## src/rtl/i2c_target.sv

```systemverilog
// i2c_target: I2C target (slave) with an 8-bit register pointer and a
// register-bank write strobe / combinational read port.
// Transfer format: [START] addr+W, reg, data... [STOP]
//                  [START] addr+W, reg, [Sr] addr+R, data... NACK [STOP]
// Optional build macro: I2C_TARGET_AUTOINC_EN -- the register pointer
// advances after every written byte and after every read byte the master ACKs.
module i2c_target #(
  parameter logic [6:0]  TARGET_ADDR = 7'h21,
  parameter int unsigned SYNC_STAGES = 2
) (
  input  logic       i_clk,
  input  logic       i_rst,
  input  logic       i_scl,
  input  logic       i_sda,
  output logic       o_sda_oe,
  output logic [7:0] o_reg_addr,
  output logic [7:0] o_reg_wdata,
  output logic       o_reg_wr,
  input  logic [7:0] i_reg_rdata,
  output logic       o_busy
);

  typedef enum logic [3:0] {
    S_IDLE,
    S_ADDR,
    S_ADDR_ACK,
    S_REG,
    S_REG_ACK,
    S_WDATA,
    S_WDATA_ACK,
    S_RDATA,
    S_MACK,
    S_WAIT_STOP
  } state_t;

  localparam int unsigned SYNC_MSB = SYNC_STAGES - 1;

  logic [SYNC_STAGES-1:0] scl_sync;
  logic [SYNC_STAGES-1:0] sda_sync;
  logic                   scl_s;
  logic                   sda_s;
  logic                   scl_q;
  logic                   sda_q;
  logic                   scl_rise;
  logic                   scl_fall;
  logic                   start_det;
  logic                   stop_det;
  logic                   bus_cond;

  state_t     state;
  state_t     state_d;
  logic [3:0] bit_cnt;
  logic [7:0] shift_q;
  logic       rw_q;
  logic       mack_q;
  logic       byte_end;
  logic       ack_end;
  logic       counting;
  logic       shift_in;

  // Input synchronisers plus one-cycle history for edge detection.
  always_ff @(posedge i_clk or posedge i_rst) begin
    if (i_rst) begin
      // NOTE: synchronisers reset to the idle-bus level (1) so that leaving
      // reset can never be mistaken for a START or an SCL edge.
      scl_sync <= '1;
      sda_sync <= '1;
      scl_q    <= 1'b1;
      sda_q    <= 1'b1;
    end else begin
      // NOTE: non-blocking assignments make every flop sample the old value
      // of its neighbour, which is what builds a real shift chain.
      scl_sync <= {scl_sync[SYNC_STAGES-2:0], i_scl};
      sda_sync <= {sda_sync[SYNC_STAGES-2:0], i_sda};
      scl_q    <= scl_sync[SYNC_MSB];
      sda_q    <= sda_sync[SYNC_MSB];
    end
  end

  assign scl_s     = scl_sync[SYNC_MSB];
  assign sda_s     = sda_sync[SYNC_MSB];
  assign scl_rise  = scl_s & ~scl_q;
  assign scl_fall  = ~scl_s & scl_q;
  assign start_det = scl_s & scl_q & sda_q & ~sda_s;
  assign stop_det  = scl_s & scl_q & ~sda_q & sda_s;
  assign bus_cond  = start_det | stop_det;

  // A byte phase ends on the fall after its 8th rise; an ACK phase on the
  // fall after its single (9th) rise.
  assign byte_end = scl_fall & (bit_cnt == 4'd8);
  assign ack_end  = scl_fall & (bit_cnt == 4'd1);
  assign counting = (state != S_IDLE) & (state != S_WAIT_STOP);
  assign shift_in = (state == S_ADDR) | (state == S_REG) | (state == S_WDATA);

  // State register.
  always_ff @(posedge i_clk or posedge i_rst) begin
    if (i_rst) state <= S_IDLE;
    else       state <= state_d;
  end

  // Next-state logic: bus conditions win over everything else.
  always_comb begin
    // NOTE: default first so every path assigns state_d and no latch appears.
    state_d = state;
    if (stop_det) begin
      state_d = S_IDLE;
    end else if (start_det) begin
      state_d = S_ADDR;
    end else begin
      case (state)
        S_ADDR:      if (byte_end) state_d = (shift_q[7:1] == TARGET_ADDR) ? S_ADDR_ACK : S_WAIT_STOP;
        S_ADDR_ACK:  if (ack_end)  state_d = rw_q ? S_RDATA : S_REG;
        S_REG:       if (byte_end) state_d = S_REG_ACK;
        S_REG_ACK:   if (ack_end)  state_d = S_WDATA;
        S_WDATA:     if (byte_end) state_d = S_WDATA_ACK;
        S_WDATA_ACK: if (ack_end)  state_d = S_WDATA;
        S_RDATA:     if (byte_end) state_d = S_MACK;
        S_MACK:      if (ack_end)  state_d = mack_q ? S_RDATA : S_WAIT_STOP;
        default:     state_d = state;
      endcase
    end
  end

  // Outputs decoded from state; SDA only ever pulled low, never driven high.
  always_comb begin
    o_sda_oe = 1'b0;
    o_busy   = 1'b0;
    case (state)
      S_ADDR_ACK, S_REG_ACK, S_WDATA_ACK: begin
        o_sda_oe = 1'b1;
        o_busy   = 1'b1;
      end
      S_REG, S_WDATA, S_MACK: o_busy = 1'b1;
      S_RDATA: begin
        o_sda_oe = ~shift_q[7];
        o_busy   = 1'b1;
      end
      default: begin
        o_sda_oe = 1'b0;
        o_busy   = 1'b0;
      end
    endcase
  end

  // Bit counter, shift register and captured R/W / master-ACK flags.
  always_ff @(posedge i_clk or posedge i_rst) begin
    if (i_rst) begin
      bit_cnt <= '0;
      shift_q <= '0;
      rw_q    <= 1'b0;
      mack_q  <= 1'b0;
    end else begin
      if (bus_cond || (state_d != state)) bit_cnt <= '0;
      else if (scl_rise && counting)      bit_cnt <= bit_cnt + 4'd1;

      if (!bus_cond) begin
        if (scl_rise && shift_in)
          shift_q <= {shift_q[6:0], sda_s};
        else if ((state_d == S_RDATA) && (state != S_RDATA))
          shift_q <= i_reg_rdata;
        else if ((state == S_RDATA) && scl_fall)
          shift_q <= {shift_q[6:0], 1'b1};

        if ((state == S_ADDR) && byte_end) rw_q   <= shift_q[0];
        if ((state == S_MACK) && scl_rise) mack_q <= ~sda_s;
      end
    end
  end

  // Register-bank side: pointer, write data and one-cycle write strobe.
  always_ff @(posedge i_clk or posedge i_rst) begin
    if (i_rst) begin
      o_reg_addr  <= '0;
      o_reg_wdata <= '0;
      o_reg_wr    <= 1'b0;
    end else begin
      o_reg_wr <= 1'b0;
      if (!bus_cond && (state == S_WDATA) && scl_rise && (bit_cnt == 4'd7)) begin
        o_reg_wr    <= 1'b1;
        o_reg_wdata <= {shift_q[6:0], sda_s};
      end
      if (!bus_cond && (state == S_REG) && byte_end)
        o_reg_addr <= shift_q;
`ifdef I2C_TARGET_AUTOINC_EN
      else if (o_reg_wr)
        o_reg_addr <= o_reg_addr + 8'd1;
      else if (!bus_cond && (state == S_MACK) && scl_rise && !sda_s)
        o_reg_addr <= o_reg_addr + 8'd1;
`endif
    end
  end

endmodule
```

## config.mk

```make
export PLATFORM = sky130hd
export DESIGN_NAME = i2c_target
export DESIGN_NICKNAME = d
export VERILOG_FILES = /design/src/rtl/i2c_target.sv
export SDC_FILE = /design/constraint.sdc
export NUM_CORES = 1
export LEC_CHECK = 0
export CAP_MARGIN = 20
export CORE_ASPECT_RATIO = 0.6
export CORE_MARGIN = 4
export CORE_UTILIZATION = 55
export DETAILED_ROUTE_END_ITERATION = 10
export PLACE_DENSITY = 0.89
export SLEW_MARGIN = 25
export SYNTH_ARGS = -nofsm -noshare
export SYNTH_HDL_FRONTEND = slang
export SYNTH_SLANG_ARGS = --single-unit
```

## constraint.sdc

```tcl
create_clock -name i_clk -period 5 [get_ports i_clk]
set_input_delay 1.25 -clock i_clk [delete_from_list [all_inputs] [get_ports i_clk]]
set_output_delay 1.25 -clock i_clk [all_outputs]
set_load 0.05 [all_outputs]
```

## Yosys cells after proc, flatten, opt, wreduce, memory -nomap -nowiden

Cells that the tools add are included.
W data, S select, Z words.

| storage, ports and cells | value |
|---|---|
| memories | 0 |
| bits of input ports | 12 |
| memory bits (read-only) | 0 |
| latch bits | 0 |
| output and inout bits | 19 |
| bits in writable memories | 0 |
| register bits | 41 |

| operators by class | value |
|---|---|
| shift operators | 0 |
| multiplexer cells | 21 |
| div/mod/pow operators | 0 |
| multipliers | 0 |
| order comparisons | 0 |
| bitwise gates (word level) | 19 |
| equality and inequality tests | 16 |
| add/sub/neg operators | 1 |
| reductions and logical operators | 22 |

Operators with widths:

| operator | number |
|---|---|
| $mux W4 | 13 |
| $pmux W4 S7 | 1 |
| $eq A4 B3 Y1 const B | 6 |
| $mux W8 | 3 |
| $logic_and A1 B1 Y1 | 11 |
| $and A1 B1 Y1 | 10 |
| $eq A4 B1 Y1 const B | 2 |
| $eq A4 B2 Y1 const B | 2 |
| $eq A4 B4 Y1 const B | 2 |
| $eq A7 B6 Y1 const B | 1 |
| $reduce_or A7 Y1 | 1 |
| $not A1 Y1 | 6 |
| $reduce_and A2 Y1 | 3 |
| $add A4 B1 Y4 const B | 1 |
| $ne A4 B3 Y1 const B | 1 |
| $ne A4 B4 Y1 | 1 |
| $ne A4 B4 Y1 const B | 1 |
| $reduce_bool A4 Y1 | 1 |
| $mux W3 | 1 |
| $or A1 B1 Y1 | 3 |
| $reduce_bool A3 Y1 | 1 |
| $reduce_or A3 Y1 | 1 |
| $mux W1 | 2 |
| $pmux W1 S2 | 1 |
| other kinds (4) | 4 |

## Longest topological paths before layout

Gate-level depths: netlist (run 1).

| depth | value |
|---|---|
| depth in word-level cells | 11 |
| depth in mapped cells | 9 |
| depth with buffers taken out | 8 |

## Worst setup path after synthesis (run 1)

No wires, ideal clock.

| path | value |
|---|---|
| path type | reg-to-output |
| from | register state[3] |
| to | output o_busy |
| cell stages (with the launch flop) | 4 |
| buffers on the path | 2 |
| slack | 1888 ps |
| data arrival time | 1862 ps |
| path through | dfrtp_1 clkbuf_1 clkbuf_1 o21ai_0 |

| on the way | value |
|---|---|
| cells in the longest elaborated chain, start to end | 3 |
| elaborated cells on any way between the ends | 9 |
| classes of those cells | 7 x eq/ne; 1 x mux; 1 x reduce/logical |

Ends and longest elaborated chain:

| item | RTL line | text |
|---|---|---|
| from (decl) | 50 | `state_t state;` |
| from (signal assigned) | 98 | `else state <= state_d;` |
| $eq A4 B2 Y1 (tied with other cells) | 128 | `case (state)` |
| $reduce_or A7 Y1 (no line) (*) | - |  |
| $mux W1 (*) | 128 |  |
| to (decl) | 20 | `output logic o_busy` |

Every way passes the cells marked *; elsewhere a longest branch is shown, timed or not.

## Final worst setup path (run 1)

| path | value |
|---|---|
| from | register state[2] |
| to | output o_sda_oe |

| on the way | value |
|---|---|
| cells in the longest elaborated chain, start to end | 3 |
| elaborated cells on any way between the ends | 6 |
| classes of those cells | 4 x eq/ne; 1 x mux; 1 x reduce/logical |

Ends and longest elaborated chain:

| item | RTL line | text |
|---|---|---|
| $eq A4 B2 Y1 / $eq A4 B3 Y1 (equally long branches) | 128 |  |
| $reduce_or A3 Y1 | 128 |  |
| $pmux W1 S2 (*) | 128 |  |
| to (decl) | 15 | `output logic o_sda_oe,` |

Marks and branches as above.

==> flow_summary_export.csv, run 1 <==
group,metric,value,unit
die,initial_utilization,58.0,%
yosys,syn_inst,189,
critical_path,worstSetupStartpointType,"register",
detailed_routing,viasPerCell,5.85,
yosys,syn-num-nets,204,
critical_path,arrival,2.35,ns
clocking,clockBufferDepth,2,
yosys,synth-async-reset-ratio,100,%
sta,slew_headroom,51.6,%
placement,dp_hpwl,3130,µm
finish,drive_gt1_share,25.3,%
critical_path,crit_path_end_kind,"output port",
critical_path,worstRegToRegCells,6,
power_and_ir_drop,p_leak,1.14,nW
sta,post-route-period-util,72.1,%
yosys,synthDistinctLibCells,47,
sta,fin_crit,3.60,ns
die,rows,17,
yosys,syn_avg_cell_area,11.4,µm²
flow_run,cap_viol_max_count,0,
sta,skew,0.00939,ns
clocking,cts_num_sinks,41,
clocking,clk_pin_slew,0.08,ns
finish,regArea,1030,µm²
global_route,grt_max_degree,42,
clocking,cts_tree,"built",
critical_path,worstReg2RegStart,"scl_q",
sta,setup_tns,0,ns
finish,syn2layout_area_growth,19.6,%
detailed_routing,drt-total-wl,4340,µm
sta,max_clock_freq,277,MHz
global_route,grt_antenna_before_repair,0,
die,die_y,56.5,µm
finish,diodes,0,
hold_path,hold_path_startpoint,"sda_sync[0]",
finish,nets,235,
die,core,3720,µm²
clocking,htreeDepth,2,
critical_path,worstPathMaxFanout,15,
global_route,grt_pass1_wl,7250,µm
critical_path,r2r-end,"shift_q[7]",
yosys,synth-main-ff-cell,"dfrtp_1",
global_route,grt.overflow.total,0,
sta,final_hold_viol_count,0,
placement,gp_congestion,0.948,
clocking,cts_hold_buf,0,
clocking,insertion_delay,0.30,ns
sta,tightestPinTransition,0.721,ns
hold_path,hold_path_class,"register to register",
finish,final_cells,268,
finish,multiInputGateArea,1060,µm²
yosys,synth-edff-count,0,
clocking,post_cts_resized,0,
detailed_routing,firstDrtPassIters,4,
yosys,ys_warn_count,0,
global_route,grt.total_usage,18.9,%
sta,drv_slew,0,
hold_path,hold_path_depth,0,
hold_path,min_to,"sda_sync[1]",
placement,placedCellCount,260,
die,die_area,5030,µm²
detailed_routing,drc,0,
critical_path,rrSetupSlack,1.99,ns
clocking,numCtsBuffers,5,
sta,setup_violations,0,
critical_path,crit_required,3.75,ns
die,ios,31,
finish,fill_cells,280,
detailed_routing,drtIter0Drc,224,
clocking,cts_root_buf,"clkbuf_8",
clocking,postCtsSetupRepairBufs,0,
status,status,"finished clean",
detailed_routing,wire_per_inst,16.2,µm
yosys,yosysSeqAreaShare,47.9,%
global_route,grt_pass1_vias,1452,
die,die_w,88.9,µm
detailed_routing,vias,1568,
power_and_ir_drop,irDropWorstVdd,0.000200,V
critical_path,criticalPathCategory,"register to output port",
detailed_routing,detail-route-antenna-nets,0,
yosys,synth_seq_cells,41,
placement,port_buffers,30,
yosys,synth_area,2160,µm²
power_and_ir_drop,power.density,416,nW/µm²
sta,rsz0062_at_grt,"no",
sta,whs,0.358,ns
==> registers in the layout (all words and copies together) (netlist names) <==
register,cells
o_reg_addr,8
o_reg_wdata,8
shift_q,8
bit_cnt,4
state,4
scl_sync,2
sda_sync,2
mack_q,1
o_reg_wr,1
rw_q,1
scl_q,1
sda_q,1
==> cells in the mapped netlist, types with 2 or more instances <==
cell / n / area [µm²]
dfrtp_1: 35 / 876
o221a_2: 2 / 22.5
mux2_4: 7 / 105
nand2b_1: 4 / 25.0
o21a_1: 3 / 22.5
xor2_1: 3 / 26.3
xnor2_1: 3 / 26.3
nor4b_1: 2 / 17.5
a31oi_1: 3 / 18.8
nand2_1: 11 / 41.3
a21oi_1: 4 / 20.0
o211a_1: 2 / 20.0
ha_1: 3 / 37.5
dfstp_2: 6 / 158
inv_1: 6 / 22.5
nor3b_1: 2 / 15.0
nor2_1: 16 / 60.1
mux2_2: 24 / 270
a22oi_1: 2 / 15.0
nand3_1: 4 / 20.0
o211ai_1: 2 / 15.0
o21ai_0: 7 / 35.0
nor3_1: 8 / 40.0
clkbuf_1: 6 / 22.5
nand4_1: 2 / 12.5
==> cell families after synthesis <==
logic type	synth area share, %
AO/OA/AOI/OAI	12.6
XOR/XNOR	2.43
adder cells (fa/ha/maj)	1.74
buffers and inverters	2.95
flip-flops	47.9
multiplexers	17.8
AND/OR/NAND/NOR	14.5
==> critical path, stage by stage, from the launching register on <==
cell             delay (ns)
dfrtp_1                0.65
inv_1                  0.19
o21ai_0                0.20
a22oi_1                0.08
nor2_1                 0.13
clkdlybuf4s50_1        0.82
==> cell usage in the layout (no fill, tap or decap), types with 3 or more instances in the layout <==
master,synthesis,layout
a21oi_1,4,4
a31oi_1,3,3
clkbuf_8,0,5
clkdlybuf4s50_1,0,30
dfrtp_1,35,35
dfstp_2,6,6
ha_1,3,3
inv_1,6,6
mux2_2,24,24
mux2_4,7,7
nand2_1,11,11
nand2b_1,4,4
nand3_1,4,4
nor2_1,16,16
nor3_1,8,8
o21a_1,3,3
o21ai_0,7,6
xnor2_1,3,3
xor2_1,3,3
==> worst max path at each step <==
| stage | start | end | slack [ns] | cells past startpoint |
|---|---|---|---|---|
| after floorplan | state[3] | o_busy | 1.89 | 3 |
| after global placement | state[2] | o_sda_oe | 1.79 | 5 |
| after detailed placement | state[2] | o_sda_oe | 1.74 | 5 |
| after CTS | state[2] | o_sda_oe | 1.40 | 5 |
| after global routing | state[1] | o_busy | 1.26 | 4 |
| final | state[2] | o_sda_oe | 1.40 | 5 |
==> report_power, final <==
part	leakage, nW	total [W]	switching (W)	internal [W]
registers	0.525	0.000479	0.0000931	0.000386
logic	0.566	0.000378	0.000192	0.000185
clock network	0.0445	0.000218	0.000119	0.0000990
total	1.14	0.00107	0.000404	0.000670
==> cell type report <==
type | instances | share of cell area (%)
Clock buffer | 5 | 2.66
Clock inverter | 3 | 0.824
Inverter | 6 | 0.872
Multi-Input combinational cell | 134 | 41.1
Sequential cell | 41 | 40.0
Tap cell | 47 | 2.28
Timing Repair Buffer | 32 | 12.2
==> routing by layer <==
| metal | track usage (%) | up-vias | wire length, µm |
|---|---|---|---|
| met1 | 30.3 | 747 | 2210 |
| met3 | 4.99 | 8 | 375 |
| met2 | 24.6 | 65 | 1700 |
| met5 | 0 | - | 0 |
| li1 | - | 748 | - |
| met4 | 5.17 | 0 | 53 |
==> metrics by stage <==
step | setup WS [ns] | utilization [%] | power (W) | instance area, µm²
3_3_place_gp | 1.79 | 67.0 | 0.000840 | 2490
5_1_grt | 1.26 | 69.4 | 0.00114 | 2580
3_5_place_dp | 1.74 | 67.0 | 0.000856 | 2490
6_report | 1.40 | 69.4 | 0.00107 | 2580
2_1_floorplan | 1.89 | - | 0.000762 | 2160
4_1_cts | 1.40 | 69.4 | 0.00108 | 2580
(Power assumes the default switching activity.)
==> run 2, diff against run 1 <==
--- a/config.mk
+++ b/config.mk
@@ -8,9 +8,9 @@
 export CAP_MARGIN = 20
 export CORE_ASPECT_RATIO = 0.6
 export CORE_MARGIN = 4
-export CORE_UTILIZATION = 55
+export CORE_UTILIZATION = 49
 export DETAILED_ROUTE_END_ITERATION = 10
-export PLACE_DENSITY = 0.89
+export PLACE_DENSITY = 0.85
 export SLEW_MARGIN = 25
 export SYNTH_ARGS = -nofsm -noshare
 export SYNTH_HDL_FRONTEND = slang
==> constraint.sdc (replaced) <==
create_clock -name i_clk -period 3.21 [get_ports i_clk]
set_input_delay 0.8025 -clock i_clk [delete_from_list [all_inputs] [get_ports i_clk]]
set_output_delay 0.8025 -clock i_clk [all_outputs]
set_load 0.05 [all_outputs]
==> run 2 against run 1 <==
Combinational power is 66% higher. Sequential power is 56% higher. Worst hold slack better by 0.00064 ns. Clock-buffer cell count stayed put. Largest cell class unchanged. Largest power group unchanged.
==> flow_summary_export.csv, run 2 (synthesis results as in run 1) <==
group,metric,value,unit
finish,final_common_cell,"dfrtp_1",
sta,fin_crit,3.03,ns
detailed_routing,wire_per_inst,16.2,µm
critical_path,crit_buf_inv,1,
critical_path,worstRegToRegCells,6,
global_route,grt_max_degree,42,
hold_path,hold_path_startpoint,"sda_sync[0]",
clocking,post_cts_resized,0,
placement,dp_hpwl,3410,µm
critical_path,rrSetupSlack,0.25,ns
clocking,cts_num_sinks,41,
critical_path,arrival,2.23,ns
detailed_routing,wl_met2,1860,µm
critical_path,r2r-end,"shift_q[7]",
global_route,grt_antenna_before_repair,0,
sta,drv_slew,0,
finish,fill_cells,339,
sta,max_clock_freq,330,MHz
die,die_y,59.4,µm
power_and_ir_drop,power.density,647,nW/µm²
critical_path,cp_slowest_cell,"clkdlybuf4s50_1",
global_route,grt_pass1_vias,1541,
detailed_routing,drt-total-wl,4630,µm
sta,final_hold_viol_count,0,
clocking,insertion_delay,0.30,ns
critical_path,crit_path_max_incr_delay,0.82,ns
die,die_area,5570,µm²
clocking,cts_root_buf,"clkbuf_8",
global_route,grt.overflow.total,0,
hold_path,min_to,"sda_sync[1]",
sta,post-route-period-util,94.4,%
detailed_routing,route.top_layer_used,"met4",
critical_path,crit_required,2.41,ns
flow_run,cap_viol_max_count,0,
finish,largestRegisters,"o_reg_addr x8, o_reg_wdata x8, shift_q x8",
sta,slew_headroom,59.5,%
power_and_ir_drop,irDropWorstVdd,0.000339,V
clocking,cts_tree,"built",
detailed_routing,firstDrtPassIters,4,
detailed_routing,wl_met3,501,µm
die,core,4190,µm²
clocking,cts_hold_buf,0,
placement,place_ws,0.282,ns
hold_path,hold_path_depth,0,
hold_path,hold_path_class,"register to register",
critical_path,worstSetupStartpointType,"register",
die,rows,18,
sta,finalWorstSetupSlack,0.179,ns
clocking,clockBufferDepth,2,
critical_path,worstReg2RegStart,"scl_q",
sta,rsz0062_at_grt,"no",
critical_path,criticalPathCategory,"register to output port",
clocking,postCtsSetupRepairBufs,0,
status,status,"finished clean",
finish,syn2layout_area_growth,22.2,%
placement,gp_congestion,1.01,
finish,diodes,0,
finish,nets,240,
critical_path,worstPathMaxFanout,13,
die,die_w,93.7,µm
finish,multiInputGateArea,1070,µm²
clocking,htreeDepth,2,
clocking,numCtsBuffers,5,
critical_path,crit_chain,"nor3_2 > nand2_1 > o21ai_0 > clkdlybuf4s50_1",
detailed_routing,drc,0,
finish,layout_common_cells,"dfrtp_1, clkdlybuf4s50_1, mux2_2, nor2_1, nand2_1",
detailed_routing,drtIter0Drc,124,
power_and_ir_drop,p_leak,1.17,nW
power_and_ir_drop,finalPower,0.00171,W
finish,drive_gt1_share,27.4,%
sta,tightestPinTransition,0.602,ns
clocking,clk_pin_slew,0.08,ns
finish,regArea,1030,µm²
detailed_routing,viasPerCell,5.55,
placement,port_buffers,30,
detailed_routing,vias,1586,
global_route,grt_pass1_wl,7690,µm
die,initial_utilization,51.6,%
sta,setup_violations,0,
detailed_routing,wl_met1,2220,µm
sta,skew,0.0101,ns
sta,setup_tns,0,ns
critical_path,cp_top_family,"buffers and inverters",
critical_path,crit_path_end_kind,"output port",
die,ios,31,
global_route,grt.total_usage,18.4,%
detailed_routing,detail-route-antenna-nets,0,
-- run 2: worst max path at each step --
stage / start / endpoint / slack [ns] / cells past startpoint
2_1_floorplan: scl_q / shift_q[1] / 0.39 / 8
4_1_cts: state[2] / o_sda_oe / 0.06 / 5
6_report: state[0] / o_busy / 0.18 / 4
5_1_grt: scl_q / shift_q[7] / 0.06 / 6
3_5_place_dp: scl_q / shift_q[7] / 0.28 / 6
3_3_place_gp: scl_q / shift_q[2] / 0.38 / 6
-- run 2: cell type report --
cell class,count,area share [%]
clock buffer,5,2.61
clock inverter,3,0.664
inverter,6,0.853
sequential,41,39.1
multi-input combinational,134,40.4
tap,60,2.84
timing repair buffer,37,13.5
-- run 2: worst reg2reg max path, cell delays in order, from the launching register on --
cell and delay, ns:
dfstp_2 0.60, or3b_4 0.43, or3_1 0.49, or3_4 0.44, a221oi_4 0.32, o211ai_4 0.21, mux2_4 0.36
-- run 2: metrics by stage --
| step | util (%) | hold WS, ns | cell area, µm² | std cells |
|---|---|---|---|---|
| after global placement | 60.8 | 0.345 | 2550 | 278 |
| final | 63.0 | 0.359 | 2640 | 286 |
| after CTS | 62.8 | 0.359 | 2630 | 286 |
| after global routing | 63.0 | 0.365 | 2640 | 286 |
| after detailed placement | 60.8 | 0.348 | 2550 | 278 |
| after floorplan | - | 0.345 | 2160 | 189 |
-- run 2: routing by layer --
metal	up-vias	GRT usage (%)
li1	761	-
met1	729	27.0
met2	87	24.6
met3	9	7.87
met4	0	4.94
met5	-	0
-- run 2: power by group --
| group | switching (W) | total, W | internal (W) |
|---|---|---|---|
| Combinational | 0.000324 | 0.000628 | 0.000303 |
| Sequential | 0.000145 | 0.000745 | 0.000600 |
| Clock | 0.000185 | 0.000335 | 0.000150 |
